[src/rtl/qoa_pkg.sv]
// Shared QOA slice constants, scalefactor table and field helpers for the
// slice unpacker and the dequantiser.
package qoa_pkg;

   localparam int QOA_SLICE_BYTES     = 8;
   localparam int QOA_SLICE_RESIDUALS = 20;
   localparam int QOA_SF_W            = 4;
   localparam int QOA_Q_W             = 3;
   localparam int QOA_MAG_W           = 15;

   // round((s+1)^2.75) for s = 0..15
   localparam logic [11:0] QOA_SF_TAB [16] = '{
      12'd1,    12'd7,    12'd21,   12'd45,
      12'd84,   12'd137,  12'd210,  12'd304,
      12'd421,  12'd563,  12'd731,  12'd928,
      12'd1157, 12'd1419, 12'd1715, 12'd2048
   };

   typedef enum logic {
      ST_COLLECT = 1'b0,
      ST_EMIT    = 1'b1
   } unpack_state_e;

   function automatic logic [QOA_SF_W-1:0] slice_sf(input logic [63:0] slice);
      return slice[63:60];
   endfunction

   function automatic logic [QOA_Q_W-1:0] residual_field(input logic [63:0] slice,
                                                         input logic [4:0]  k);
      int base;
      residual_field = '0;
      base = 0;
      if (k < 5'(QOA_SLICE_RESIDUALS)) begin
         base = 59 - 3 * int'(k);
         residual_field = slice[base -: QOA_Q_W];
      end
   endfunction

endpackage

[src/rtl/qoa_dequant.sv]
// Combinational QOA dequantiser: scalefactor index and 3-bit residual code
// to a signed, sign-extended residual value.
module qoa_dequant
   import qoa_pkg::*;
#(
   parameter int OUT_W = 16
) (
   input  logic [QOA_SF_W-1:0]  sf_quant,
   input  logic [QOA_Q_W-1:0]   q,
   output logic signed [OUT_W-1:0] res
);

   logic [QOA_MAG_W-1:0]    s;
   logic [QOA_MAG_W-1:0]    mag;
   logic signed [OUT_W-1:0] mag_ext;

   // Largest intermediate is 9*2048+1 = 18433, so 15 bits never wrap.
   always_comb begin
      s   = {3'b000, QOA_SF_TAB[sf_quant]};
      mag = '0;
      unique case (q[2:1])
         2'd0:    mag = ((s << 1) + s + 15'd2) >> 2;
         2'd1:    mag = ((s << 2) + s + 15'd1) >> 1;
         2'd2:    mag = ((s << 3) + s + 15'd1) >> 1;
         default: mag = (s << 3) - s;
      endcase
      mag_ext = $signed({{(OUT_W-QOA_MAG_W){1'b0}}, mag});
      res     = q[0] ? -mag_ext : mag_ext;
   end

endmodule

[src/rtl/qoa_slice_unpack.sv]
// Assembles 8 received bytes into a QOA slice and streams its 20 dequantised
// residuals to the predictor with a valid/ready handshake.
//
// state      | meaning
// -----------+----------------------------------------------------------
// ST_COLLECT | in_ready high, shifting bytes MSB-first into the slice
// ST_EMIT    | in_ready low, residual k held in output reg until accepted
module qoa_slice_unpack
   import qoa_pkg::*;
#(
   parameter int OUT_W = 16
) (
   input  logic                    clk,
   input  logic                    rst,
   input  logic [7:0]              in_data,
   input  logic                    in_valid,
   output logic                    in_ready,
   output logic signed [OUT_W-1:0] res_data,
   output logic                    res_valid,
   input  logic                    res_ready,
   output logic                    res_last,
   output logic [4:0]              res_idx,
   output logic                    overflow
);

   unpack_state_e           state_q, state_d;
   logic [2:0]              cnt_q, cnt_d;
   logic [63:0]             slice_q, slice_d;
   logic                    in_ready_q, in_ready_d;
   logic                    overflow_q, overflow_d;
   logic                    res_valid_q, res_valid_d;
   logic                    res_last_q, res_last_d;
   logic [4:0]              res_idx_q, res_idx_d;
   logic signed [OUT_W-1:0] res_data_q, res_data_d;

   logic                    byte_acc;
   logic [63:0]             slice_shift;
   logic [63:0]             deq_slice;
   logic [4:0]              deq_idx;
   logic signed [OUT_W-1:0] deq_res;

   // The dequantiser looks at the slice/index that will be loaded this edge,
   // so residual 0 is ready one cycle after the eighth byte.
   assign byte_acc    = (state_q == ST_COLLECT) && in_valid && in_ready_q;
   assign slice_shift = {slice_q[55:0], in_data};
   assign deq_slice   = byte_acc ? slice_shift : slice_q;
   assign deq_idx     = (state_q == ST_COLLECT) ? 5'd0 : res_idx_q + 5'd1;

   qoa_dequant #(.OUT_W(OUT_W)) u_dequant (
      .sf_quant (slice_sf(deq_slice)),
      .q        (residual_field(deq_slice, deq_idx)),
      .res      (deq_res)
   );

   always_comb begin
      state_d     = state_q;
      cnt_d       = cnt_q;
      slice_d     = slice_q;
      res_valid_d = res_valid_q;
      res_last_d  = res_last_q;
      res_idx_d   = res_idx_q;
      res_data_d  = res_data_q;
      overflow_d  = overflow_q | (in_valid & ~in_ready_q);

      unique case (state_q)
         ST_COLLECT: begin
            if (byte_acc) begin
               slice_d = slice_shift;
               if (cnt_q == 3'(QOA_SLICE_BYTES - 1)) begin
                  cnt_d       = '0;
                  state_d     = ST_EMIT;
                  res_valid_d = 1'b1;
                  res_idx_d   = deq_idx;
                  res_last_d  = 1'b0;
                  res_data_d  = deq_res;
               end else begin
                  cnt_d = cnt_q + 3'd1;
               end
            end
         end
         ST_EMIT: begin
            if (res_valid_q && res_ready) begin
               if (res_last_q) begin
                  state_d     = ST_COLLECT;
                  res_valid_d = 1'b0;
                  res_last_d  = 1'b0;
                  res_idx_d   = '0;
                  res_data_d  = '0;
               end else begin
                  res_idx_d  = deq_idx;
                  res_last_d = (deq_idx == 5'(QOA_SLICE_RESIDUALS - 1));
                  res_data_d = deq_res;
               end
            end
         end
         default: state_d = ST_COLLECT;
      endcase

      in_ready_d = (state_d == ST_COLLECT);
   end

   always_ff @(posedge clk) begin
      if (rst) begin
         state_q     <= ST_COLLECT;
         cnt_q       <= '0;
         slice_q     <= '0;
         in_ready_q  <= 1'b0;
         overflow_q  <= 1'b0;
         res_valid_q <= 1'b0;
         res_last_q  <= 1'b0;
         res_idx_q   <= '0;
         res_data_q  <= '0;
      end else begin
         state_q     <= state_d;
         cnt_q       <= cnt_d;
         slice_q     <= slice_d;
         in_ready_q  <= in_ready_d;
         overflow_q  <= overflow_d;
         res_valid_q <= res_valid_d;
         res_last_q  <= res_last_d;
         res_idx_q   <= res_idx_d;
         res_data_q  <= res_data_d;
      end
   end

   assign in_ready  = in_ready_q;
   assign overflow  = overflow_q;
   assign res_valid = res_valid_q;
   assign res_last  = res_last_q;
   assign res_idx   = res_idx_q;
   assign res_data  = res_data_q;

endmodule

[config.mk]
export PLATFORM = sky130hd
export DESIGN_NAME = qoa_slice_unpack
export DESIGN_NICKNAME = d
export VERILOG_FILES = /design/src/rtl/qoa_pkg.sv /design/src/rtl/qoa_dequant.sv /design/src/rtl/qoa_slice_unpack.sv
export SDC_FILE = /design/constraint.sdc
export NUM_CORES = 1
export LEC_CHECK = 0
export BUFFER_PORTS_ARGS = -buffer_cell sky130_fd_sc_hd__buf_2
export CORE_MARGIN = 4
export CORE_UTILIZATION = 35
export CTS_CLUSTER_DIAMETER = 30
export DETAILED_ROUTE_END_ITERATION = 10
export HOLD_SLACK_MARGIN = 0.06
export PLACE_DENSITY_LB_ADDON = 0.25
export SETUP_SLACK_MARGIN = 0.5
export SYNTH_ARGS = -nofsm -noshare
export SYNTH_HDL_FRONTEND = slang
export SYNTH_SLANG_ARGS = --single-unit
export TNS_END_PERCENT = 100
[constraint.sdc]
create_clock -name clk -period 7.1 [get_ports clk]
set_input_delay 1.42 -clock clk [delete_from_list [all_inputs] [get_ports clk]]
set_output_delay 1.42 -clock clk [all_outputs]
set_load 0.005 [all_outputs]
== After elaboration in Yosys (flattened, before gate mapping) ==
Memories as Yosys holds them, arrays and structs flattened.
Index checks and enable logic that the tools add are counted.

* Register bits: 93
* Logic and storage cells: 79
* Output and inout bits: 25
* Memories: 1
* Bits in read-only memories: 192
* Bits of input ports: 12

{| class="wikitable"
|+ Memories
! memory !! depth !! width !! rd ports !! clocked after memory_dff !! wr ports !! RTL line !! RTL
|-
| (name not given) || 16 || 12 || 1 || 0 || 0 || qoa_dequant.sv:19 || <nowiki>s = {3'b000, QOA_SF_TAB[sf_quant]};</nowiki>
|}

* Shift operators: 1
* Multipliers: 1
* $lt $le $gt $ge: 2
* Add/subtract/negate cells: 11
* Bitwise logic cells: 6
* Reductions and logical operators: 7
* Equality and inequality tests: 8
* Mux-type cells: 33

{| class="wikitable"
|+ Operators with widths
! kind !! count
|-
| $mux W16 || 5
|-
| $shiftx A66 B8 Y3 || 1
|-
| $mux W64 || 1
|-
| $pmux W15 S3 || 1
|-
| $pmux W16 S2 || 1
|-
| $add A15 B1 Y15 const B || 2
|-
| $mux W5 || 5
|-
| $mux W12 || 2
|-
| $neg A15 Y16 || 1
|-
| $add A14 B12 Y15 || 1
|-
| $add A15 B12 Y15 || 1
|-
| $add A15 B2 Y15 const B || 1
|-
| $sub A15 B12 Y15 || 1
|-
| $add A13 B12 Y14 || 1
|-
| $mux W1 || 12
|-
| $pmux W5 S2 || 1
|-
| $sub A6 B7 Y8 const A || 1
|-
| $mul A2 B5 Y7 const A || 1
|-
| $mux W3 || 2
|-
| $ne A2 B1 Y1 const B || 3
|-
| $pmux W1 S2 || 3
|-
| $add A5 B1 Y5 const B || 1
|-
| $eq A5 B5 Y1 const B || 1
|-
| $ge A5 B5 Y1 const B || 1
|-
| other kinds (15) || 19
|}

== Longest topological paths before layout ==
Gate-level depths: netlist (run 1).

* Depth after elaboration: 16
* Gate-level depth with buffers: 32
* Mapped depth without buffers: 24

== Hierarchy ==
From an unflattened synthesis (run 1), not the netlist that was laid out.

* Cell total of the unflattened synthesis: 1321
* Area total of the unflattened synthesis: 9888.2 um^2

{| class="wikitable"
|+ Modules (own cells, without submodules)
! module !! area an instance (um^2) !! times used !! sequential area each (um^2) !! cells each
|-
| qoa_slice_unpack || 6060.8 || 1 || 1861.8 || 768
|-
| qoa_dequant || 3827.4 || 1 || 0.0 || 553
|}

== Least setup slack after synthesis (run 1) ==
No wires, ideal clock.

* Kind: input to register
* Start: input port in_valid
* End: register res_data_q[13], in the netlist res_data[13]
* Path buffers: 2
* Stages: 23
* Slack: 0.231 ns
* Library setup time: 0.129 ns
* Required time: 6.971 ns
* Arrival: 6.740 ns
* Cells stage by stage: buf_4 > nand3b_2 > buf_2 > mux2i_1 > ha_1 > mux2i_1 > mux2_2 > mux2i_1 > ha_1 > fa_1 > nand3_1 > and3_1 > or4_1 > a21oi_1 > and4b_1 > nand4b_1 > or2_2 > and3_1 > o22ai_1 > and2_1 > a41oi_1 > xnor2_1 > o21ai_0

* Word-level cells in the longest chain between the ends: 15
* Elaborated cells on any way between the ends: 29
* Those cells by class: 8 x add/sub; 3 x eq/ne; 1 x shift; 11 x mux; 1 x bitwise; 4 x reduce/logical; 1 x memory

{| class="wikitable"
|+ RTL lines
! element !! RTL line !! RTL
|-
| from (decl) || qoa_slice_unpack.sv:16 || <nowiki>input logic in_valid,</nowiki>
|-
| $logic_and A1 B1 Y1 * (2 in series) || qoa_slice_unpack.sv:44 || <nowiki>assign byte_acc = (state_q == ST_COLLECT) && in_valid && in_ready_q;</nowiki>
|-
| $mux W64 || -- ||
|-
| $not A4 Y5 (not written as such) || qoa_dequant.sv:19 ||
|-
| $mem_v2 Z16 W12 || -- ||
|-
| $mux W12 (not written as such) (2 in series) || qoa_dequant.sv:19 ||
|-
| $add A15 B12 Y15, or another cell as far along || qoa_dequant.sv:24 || <nowiki>2'd2: mag = ((s << 3) + s + 15'd1) >> 1;</nowiki>
|-
| $add A15 B1 Y15, or another cell as far along || qoa_dequant.sv:24 ||
|-
| $pmux W15 S3 || qoa_dequant.sv:21 || <nowiki>unique case (q[2:1])</nowiki>
|-
| $neg A15 Y16 || qoa_dequant.sv:28 || <nowiki>res = q[0] ? -mag_ext : mag_ext;</nowiki>
|-
| $mux W16 || qoa_dequant.sv:28 ||
|-
| $mux W16, on equally long branches || qoa_slice_unpack.sv:83, qoa_slice_unpack.sv:69 ||
|-
| $mux W16, on equally long branches || qoa_slice_unpack.sv:82, qoa_slice_unpack.sv:67 ||
|-
| $pmux W16 S2 || qoa_slice_unpack.sv:65 || <nowiki>unique case (state_q)</nowiki>
|-
| to (signal assigned) || qoa_slice_unpack.sv:122 || <nowiki>res_data_q <= res_data_d;</nowiki>
|-
| to (decl) || qoa_slice_unpack.sv:34 || <nowiki>logic signed [OUT_W-1:0] res_data_q, res_data_d;</nowiki>
|}

Every way passes the cells marked *; elsewhere a longest branch is shown, timed or not. The select of a mux whose other input is x is not followed.
A chain may end at the register's enable or synchronous reset.

== Worst setup path after layout (run 1) ==
* Start: input port in_valid
* End: register res_data_q[13], in the netlist res_data[13]

* Word-level cells in the longest chain between the ends: 15
* Elaborated cells on any way between the ends: 29
* Those cells by class: 8 x add/sub; 3 x eq/ne; 1 x shift; 11 x mux; 1 x bitwise; 4 x reduce/logical; 1 x memory

{| class="wikitable"
|+ RTL lines
! element !! RTL line !! RTL
|-
| $logic_and A1 B1 Y1 * (2 in series) || qoa_slice_unpack.sv:44 ||
|-
| $mux W64 * || -- ||
|-
| net deq_slice[60] || qoa_slice_unpack.sv:38 || <nowiki>logic [63:0] deq_slice;</nowiki>
|-
| $not A4 Y5 (not written as such) || qoa_dequant.sv:19 ||
|-
| $mem_v2 Z16 W12 || -- ||
|-
| $mux W12 (not written as such) (2 in series) || qoa_dequant.sv:19 ||
|-
| $add A15 B12 Y15, or another cell as far along || qoa_dequant.sv:24 ||
|-
| $add A15 B1 Y15, or another cell as far along || qoa_dequant.sv:24 ||
|-
| $pmux W15 S3 || qoa_dequant.sv:21 ||
|-
| $neg A15 Y16 || qoa_dequant.sv:28 ||
|-
| $mux W16 * || qoa_dequant.sv:28 ||
|-
| $mux W16, on equally long branches || qoa_slice_unpack.sv:83, qoa_slice_unpack.sv:69 ||
|-
| $mux W16, on equally long branches || qoa_slice_unpack.sv:82, qoa_slice_unpack.sv:67 ||
|-
| $pmux W16 S2 * || qoa_slice_unpack.sv:65 ||
|}

Mark *: on every way through the listed nets, which the timed path passes. The rest lies on a longest branch. The select of a mux whose other input is x is not followed.

==> results of run 1 <==
-- flip-flops by register name (all words and copies together) (netlist names) --
name and count:
slice_q 64, res_data 16, res_idx 5, cnt_q 3
in_ready 1, overflow 1, res_last 1, res_valid 1
state_q 1
-- per-stage QoR --
stage | instances | worst slack [ns] | utilization
4_1_cts | 1685 | 0.605 | 0.389
2_1_floorplan | 1306 | 0.525 | -
6_report | 1687 | 0.925 | 0.392
3_5_place_dp | 1669 | 0.269 | 0.379
5_1_grt | 1687 | 0.506 | 0.392
3_3_place_gp | 1669 | 0.410 | 0.379
-- worst paths after layout --
path | start | to | slack [ns] | depth (start not counted)
max | in_valid | res_data[13] | 0.92 | 22
min | res_data[15] | res_data[15] | 0.45 | 2
max reg2reg | res_idx[0] | res_data[14] | 1.05 | 24
min reg2reg | res_data[15] | res_data[15] | 0.45 | 2
-- placed cells by master, fill, tap and decap left out, types with 4 or more instances in the layout --
cell type	count
sky130_fd_sc_hd__a211o_1	5
sky130_fd_sc_hd__a211oi_1	34
sky130_fd_sc_hd__a21o_1	6
sky130_fd_sc_hd__a21oi_1	120
sky130_fd_sc_hd__a221oi_1	6
sky130_fd_sc_hd__a22oi_1	8
sky130_fd_sc_hd__a31o_2	4
sky130_fd_sc_hd__a31oi_1	12
sky130_fd_sc_hd__a41oi_1	4
sky130_fd_sc_hd__and2_1	6
sky130_fd_sc_hd__and3_1	22
sky130_fd_sc_hd__buf_2	36
sky130_fd_sc_hd__buf_4	35
sky130_fd_sc_hd__clkbuf_16	9
sky130_fd_sc_hd__dfxtp_1	91
sky130_fd_sc_hd__ha_1	65
sky130_fd_sc_hd__inv_1	39
sky130_fd_sc_hd__mux2_2	18
sky130_fd_sc_hd__mux2i_1	102
sky130_fd_sc_hd__mux4_2	24
sky130_fd_sc_hd__nand2_1	214
sky130_fd_sc_hd__nand2b_1	9
sky130_fd_sc_hd__nand3_1	30
sky130_fd_sc_hd__nor2_1	78
sky130_fd_sc_hd__nor2b_1	24
sky130_fd_sc_hd__nor3_1	27
sky130_fd_sc_hd__nor4_1	5
sky130_fd_sc_hd__o211ai_1	7
sky130_fd_sc_hd__o21a_1	6
sky130_fd_sc_hd__o21ai_0	57
sky130_fd_sc_hd__o21ai_1	6
sky130_fd_sc_hd__o21bai_1	8
sky130_fd_sc_hd__o221ai_1	8
sky130_fd_sc_hd__o22ai_1	14
sky130_fd_sc_hd__or2_2	4
sky130_fd_sc_hd__or3_1	5
sky130_fd_sc_hd__xnor2_1	47
sky130_fd_sc_hd__xor2_1	19
-- final cells by class --
cell class | instances | area, um2
clock buffer | 10 | 239
clock inverter | 6 | 46.3
fill | 2935 | 17100
inverter | 42 | 160
multi-input combinational | 1086 | 7770
sequential | 93 | 1860
tap | 378 | 473
timing repair buffer | 72 | 454
-- power breakdown --
group | internal, mW | switching (mW) | leakage (nW)
clock network | 0.251 | 0.233 | 0.141
registers | 0.526 | 0.00741 | 0.752
logic | 0.0209 | 0.0449 | 3.46
-- synth_stat cells (28+ instances only) --
cell type                  count  area share
sky130_fd_sc_hd__a211oi_1     35       0.026
sky130_fd_sc_hd__a21oi_1     121       0.060
sky130_fd_sc_hd__buf_2        29       0.014
sky130_fd_sc_hd__clkbuf_1     34       0.013
sky130_fd_sc_hd__dfxtp_1      93        0.18
sky130_fd_sc_hd__ha_1         67       0.083
sky130_fd_sc_hd__inv_1        39       0.015
sky130_fd_sc_hd__mux2i_1     105        0.10
sky130_fd_sc_hd__nand2_1     214       0.080
sky130_fd_sc_hd__nand3_1      30       0.015
sky130_fd_sc_hd__nor2_1       78       0.029
sky130_fd_sc_hd__nor3_1       28       0.014
sky130_fd_sc_hd__o21ai_0      57       0.028
sky130_fd_sc_hd__xnor2_1      47       0.041
-- per-layer routing --
layer	share of wire	routed length, um	vias up	track usage
li1	-	-	4757	-
met1	0.48	15300	4755	0.292
met2	0.45	14400	277	0.316
met3	0.050	1580	38	0.0247
met4	0.017	531	0	0.0503
met5	0	0	-	0
-- worst min-delay path: stages, from the launching register on --
cell                      delay (ns)
sky130_fd_sc_hd__dfxtp_1        0.32
sky130_fd_sc_hd__nand2_1        0.05
sky130_fd_sc_hd__o31ai_1        0.05
-- cells by family (layout without fill, tap and decap cells) --
kind of cell | count (synthesis) | count (layout)
AOI/OAI and AO/OA | 353 | 353
DFF | 93 | 93
muxes | 148 | 148
adders and majority gates | 69 | 69
buffers and inverters | 127 | 130
xor gates and xnor gates | 68 | 68
and+or+nand+nor | 448 | 448
-- what timing repair did --
action,4_1_cts,5_1_grt
setup endpoints to repair,0,8
resized for setup,0,14
hold buffers,0,0
setup buffers,0,2
==> metrics.yaml, run 1 <==
timing:
  slew_headroom: 0.336
  timing.final.setup_violations: 0
  final.setup_skew_ns: 0.0172
  setup_tns_ns: 0
  top_achievable_clock_speed_mhz: 162
  worst-slew-pin-transition_ns: 0.996
  drv_slew: 0
  finalHoldViolations: 0
  final_worst_path_period_share: 0.870
  grt_setup_unrepaired: "false"
  period_minus_slack_ns: 6.18
  hold-worst-slack_ns: 0.451
place:
  detailed_place_hpwl_um: 22900
  io_buffer_count: 36
  place_congestion: 0.904
  detailed_place.area_um2: 10600
die:
  effective_utilization_at_floorplan: 0.359
  area_inside_the_core_boundary_um2: 28100
  die_height_um: 178
  placement_rows: 61
  die_area_um2: 31600
  fp.dieW_um: 178
  ioPinCount: 37
grt:
  first_global_vias: 9131
  groute.usage.overall: 0.201
  largest_net_degree_at_the_start_of_global_routing: 83
  globalRoute.totalOverflow: 0
  first_pass_grt_wire_length_um: 51600
  grt_antenna_before_repair: 0
clock_tree:
  cts.path.max_buffers: 2
  cts.sink_count: 93
  h_tree_levels: 3
  cts-buffers-inserted: 9
  clock_tree.root_cell: "sky130_fd_sc_hd__clkbuf_16"
  clk-insertion-delay-late_ns: 0.36
  worst_setup_hold_path_clk_slew_ns: 0.06
  cts_tree: "yes"
setup_path:
  timing.critical_path.slowest_cell_delay_ns: 0.50
  path_cells: "buf_2 > nand3b_4 > mux2i_4 > inv_1 > ha_1 > mux2i_1 > mux2_2 > mux2i_4 > ha_1 > fa_1 > a21oi_1 > o22ai_1 > o41a_1 > a211oi_1 > nand4b_1 > or2_2 > and3_1 > o22ai_2 > and2_1 > a41oi_1 > xnor2_1 > o21ai_0"
  crit_buf_inv: 2
  worst_ep_arrival_time_ns: 6.40
  crit_slowest_cell: "sky130_fd_sc_hd__a211oi_1"
  data_required_time_of_the_worst_path_ns: 7.32
  crit_type: "in -> reg"
  crit_path_launch_type: "input pin"
  cp_max_fo: 8
  timing.critical_path.max_delay_family: "compound AO/OA/AOI/OAI gates"
  end_kind: "register"
yosys:
  synthesis.instances: 1306
  synth-warning-count: 0
  synth_top_family_by_area: "compound AO/OA/AOI/OAI gates"
  share_of_flip_flops_with_an_asynchronous_set_or_reset_after_synthesis: 0
  synth.avg_cell_area_um2: 7.72
  synth-edff-count: 0
  synth_area_um2: 10100
  ys_seq_elements: 93
  post_synth_num_cell_types: 88
  synth-simple-area-share: 0.203
  synth_compound_gate_area_share: 0.229
  postSynthNetCount: 1387
  synth_fa_ha_area_frac: 0.0871
  yosys_most_used_dff: "sky130_fd_sc_hd__dfxtp_1"
  muxShareOfSynthArea: 0.179
  synth-xor-area-share: 0.0598
  seq_area_frac_synth: 0.185
flow_run:
  maxcap_viol_count: 0
routing:
  wire_per_inst_um: 18.8
  vias_per_cell: 5.83
  detail_route.iter0.violations: 1063
  first_pass_iters: 5
  drt_drc_violations_left: 0
  routed_wirelength_um: 31800
  num_vias: 9827
  drt.antenna.violating_nets: 0
worst_hold_path:
  min-delay-path-class: "reg -> reg"
finish:
  finalNetCount: 1385
  areaGrowthSynthToFinish_pct: 9.14
  antenna_cells: 0
  cell_area_after_layout_um2: 11000
  final_layout_size_suffix_gt1_frac: 0.136
power:
  power_density_over_cell_area_nw_per_um2: 98.4
  static-leakage-power_nw: 4.35
  vdd.ir_drop.worst_v: 0.000114
  post-layout-total-power_mw: 1.08
outcome:
  status: "complete, no violations"
Power figures use the tool's default switching activity.
==> run 2, diff against run 1 <==
Settings changed: ABC_AREA set to 1.
==> run 2 against run 1 <==
Global-route usage shrank 1.4 points. Largest power group is now combinational cells. Via count grew 3.4%. Register-to-register slack gained 0.02 ns. Clock-buffer cell count shrank 1. Worst setup slack gained 0.14 ns. Total power grew 77%. Critical path type is now reg -> reg. Clock power grew 2%. Critical endpoint is now res_data[8]. Sequential power grew 3%. Cell area shrank 4.3%. Hold slack gained 0.011 ns. Combinational power grew to 13 times the previous value.
==> metrics.yaml, run 2 <==
yosys:
  yosys.cell_count.top_type: "sky130_fd_sc_hd__nand2_1"
  synth-warning-count: 0  # unchanged
  synth_top_family_by_area: "simple AND/OR/NAND/NOR gates"
  seq_area_frac_synth: 0.189  # +0.00438
  ys_seq_elements: 93  # unchanged
  muxShareOfSynthArea: 0  # -0.179
  synth-edff-count: 0  # unchanged
  synth-xor-area-share: 0.0473  # -0.0126
  synth_top_cell_by_area: "sky130_fd_sc_hd__dfxtp_1"
  synth-simple-area-share: 0.397  # +0.193
  synth_area_um2: 9850  # -2.3%
  yosys_most_used_dff: "sky130_fd_sc_hd__dfxtp_1"
  netlist_top_cells_count: "356 x sky130_fd_sc_hd__nand2_1, 297 x sky130_fd_sc_hd__nand3_1, 239 x sky130_fd_sc_hd__inv_1, 162 x sky130_fd_sc_hd__nor2_1, 93 x sky130_fd_sc_hd__dfxtp_1"
  yosysTopAreaCellShare: 0.189  # +0.00438
  synth.avg_cell_area_um2: 6.04  # -22%
  post_synth_num_cell_types: 55  # -38%
  synthTopCellsByArea: "sky130_fd_sc_hd__dfxtp_1 19%, sky130_fd_sc_hd__nand3_1 15%, sky130_fd_sc_hd__nand2_1 14%, sky130_fd_sc_hd__inv_1 9.1%, sky130_fd_sc_hd__ha_1 8.5%"
  share_of_flip_flops_with_an_asynchronous_set_or_reset_after_synthesis: 0  # unchanged
  synth_fa_ha_area_frac: 0.0892  # +0.00207
  synth_compound_gate_area_share: 0.137  # -0.0925
  synthesis.instances: 1631  # +25%
  postSynthNetCount: 1712  # +23%
clock_tree:
  cts_tree: "yes"
  cts_post_setup_buffers_inserted: 0  # unchanged
  h_tree_levels: 3  # unchanged
  clk-insertion-delay-late_ns: 0.37  # about the same
  clock_tree.root_cell: "sky130_fd_sc_hd__clkbuf_16"
  cts-buffers-inserted: 9  # unchanged
  cts.sink_count: 93  # unchanged
  cts.path.max_buffers: 2  # unchanged
  worst_setup_hold_path_clk_slew_ns: 0.07  # about the same
routing:
  drt.antenna.violating_nets: 0  # unchanged
  detail_route.iter0.violations: 810  # -24%
  drt_drc_violations_left: 0  # unchanged
  first_pass_iters: 5  # unchanged
  wire_per_inst_um: 14.7  # -22%
  vias_per_cell: 5.07  # -13%
  num_vias: 10163  # +3.4%
  routed_wirelength_um: 29400  # -7.6%
worst_hold_path:
  holdCritStartpoint: "res_data[14]"
  min-delay-path-class: "reg -> reg"
power:
  vdd.ir_drop.worst_v: 0.0000959  # -16%
  static-leakage-power_nw: 5.11  # +17%
  power_density_over_cell_area_nw_per_um2: 182  # +85%
setup_path:
  crit_path_launch_type: "register"
  crit_type: "reg -> reg"
  timing.critical_path.slowest_cell_delay_ns: 0.79  # +0.29 ns
  end_kind: "register"
  cp_max_fo: 32  # +24
  data_required_time_of_the_worst_path_ns: 7.30  # -0.02 ns
  r2r_setup_slack_ns: 1.07  # +0.02 ns
  worst_ep_arrival_time_ns: 6.23  # -0.17 ns
  r2r_start: "res_idx[0]"
  crit_path_start: "res_idx[0]"
  crit_slowest_cell: "sky130_fd_sc_hd__fa_1"
  timing.critical_path.mode_cell: "sky130_fd_sc_hd__buf_4"
place:
  detailed_place_hpwl_um: 21900  # -4.4%
  numPlacedInstances: 1987  # +19%
  io_buffer_count: 36  # unchanged
  place_congestion: 0.920  # +1.7%
  detailed_place.area_um2: 10200  # -4.3%
finish:
  fillerInstances: 3145  # +7.2%
  multiInputGateArea_um2: 6620  # -15%
  instances_no_fill: 2004  # +19%
  commonest_non_fill_non_tap_cell_in_the_layout: "sky130_fd_sc_hd__nand2_1"
  number_of_flip_flops_under_the_largest_register_name: 64  # unchanged
  final_layout_size_suffix_gt1_frac: 0.0732  # -0.0628
  max_flop_register: "slice_q"
  sequential_cell_area_um2: 1860  # -0.13%
  antenna_cells: 0  # unchanged
  finalNetCount: 1702  # +23%
  final_cell_mix: "356 x sky130_fd_sc_hd__nand2_1, 297 x sky130_fd_sc_hd__nand3_1, 238 x sky130_fd_sc_hd__inv_1"
  cell_area_after_layout_um2: 10500  # -4.3%
  areaGrowthSynthToFinish_pct: 6.99
outcome:
  status: "complete, no violations"
die:
  effective_utilization_at_floorplan: 0.355  # -0.00448
  die_area_um2: 30900  # -2.2%
  fp.dieW_um: 176  # -1.1%
  placement_rows: 61  # unchanged
  die_height_um: 176  # -1.1%
  ioPinCount: 37  # unchanged
  area_inside_the_core_boundary_um2: 27800  # -1.1%
grt:
  largest_net_degree_at_the_start_of_global_routing: 127  # +53%
  first_global_vias: 9239  # +1.2%
  groute.usage.overall: 0.187  # -0.0138
  first_pass_grt_wire_length_um: 48000  # -6.9%
  grt_antenna_before_repair: 1  # +1
  globalRoute.totalOverflow: 0  # unchanged
timing:
  slew_headroom: 0.351  # +0.0153
  period_minus_slack_ns: 6.03  # -0.145 ns
  final_worst_path_period_share: 0.849  # -0.0204
  drv_slew: 0  # unchanged
  setup_tns_ns: 0  # unchanged
  final.setup_skew_ns: 0.0154  # -0.00179 ns
  grt_setup_unrepaired: "false"
  top_achievable_clock_speed_mhz: 166  # +2.4%
  finalHoldViolations: 0  # unchanged
  worst-slew-pin-transition_ns: 0.973  # -0.0230 ns
  timing.final.setup_violations: 0  # unchanged
flow_run:
  maxcap_viol_count: 0  # unchanged
-- run 2: layout make-up --
type,count,share of cell area
multi-input combinational,1217,0.628
inverter,245,0.0875
clock buffer,9,0.0214
sequential,93,0.177
timing repair buffer,55,0.0348
tap,378,0.0449
clock inverter,7,0.00677
-- run 2: logic make-up (layout without fill, tap and decap cells) --
family          count (synthesis)  in the layout
compound gates                215            215
fa+ha+maj                      69             69
flops                          93             93
buf+inv                       321            316
xor+xnor                       51             51
simple gates                  882            882
-- run 2: worst paths after layout --
check,endpoint,cells after the start
setup / recovery,res_data[8],29
setup reg to reg,res_data[8],29
hold reg to reg,res_data[14],2
hold / removal,res_data[14],2
-- run 2: per-layer routing --
layer	track usage	part of all wire	vias to the layer above
met1	0.288	0.51	4606
met5	0	0	-
li1	-	-	5258
met3	0.0220	0.049	35
met4	0.0523	0.020	0
met2	0.273	0.42	264
-- run 2: report_power, final --
| part | leakage (nW) | switching (mW) | internal, mW |
|---|---|---|---|
| sequential | 0.758 | 0.00837 | 0.541 |
| clock | 0.139 | 0.244 | 0.248 |
| combinational | 4.22 | 0.584 | 0.289 |
-- run 2: worst max-delay path, delay by kind of cell (launching register included) --
kind,cells,cell delay [ns]
fa+ha+maj,4,1.60
compound gates,2,0.35
simple gates,13,1.48
buf+inv,10,1.99
flops,1,0.37
-- run 2: stage by stage --
step	worst slack, ns	total power, mW	utilization	hold WS [ns]
after CTS	0.999	1.92	0.377	0.467
after floorplan	1.40	1.21	-	0.459
after global placement	0.773	1.42	0.367	0.447
after detailed placement	0.701	1.42	0.367	0.457
after global routing	0.520	2.06	0.379	0.494
final	1.07	1.91	0.379	0.462
-- run 2: repair_timing --
| item | 4_1_cts | 5_1_grt |
|---|---|---|
| hold buffers | 0 | 0 |
| resized for setup | 0 | 7 |
| endpoints found under the setup margin | 0 | 8 |
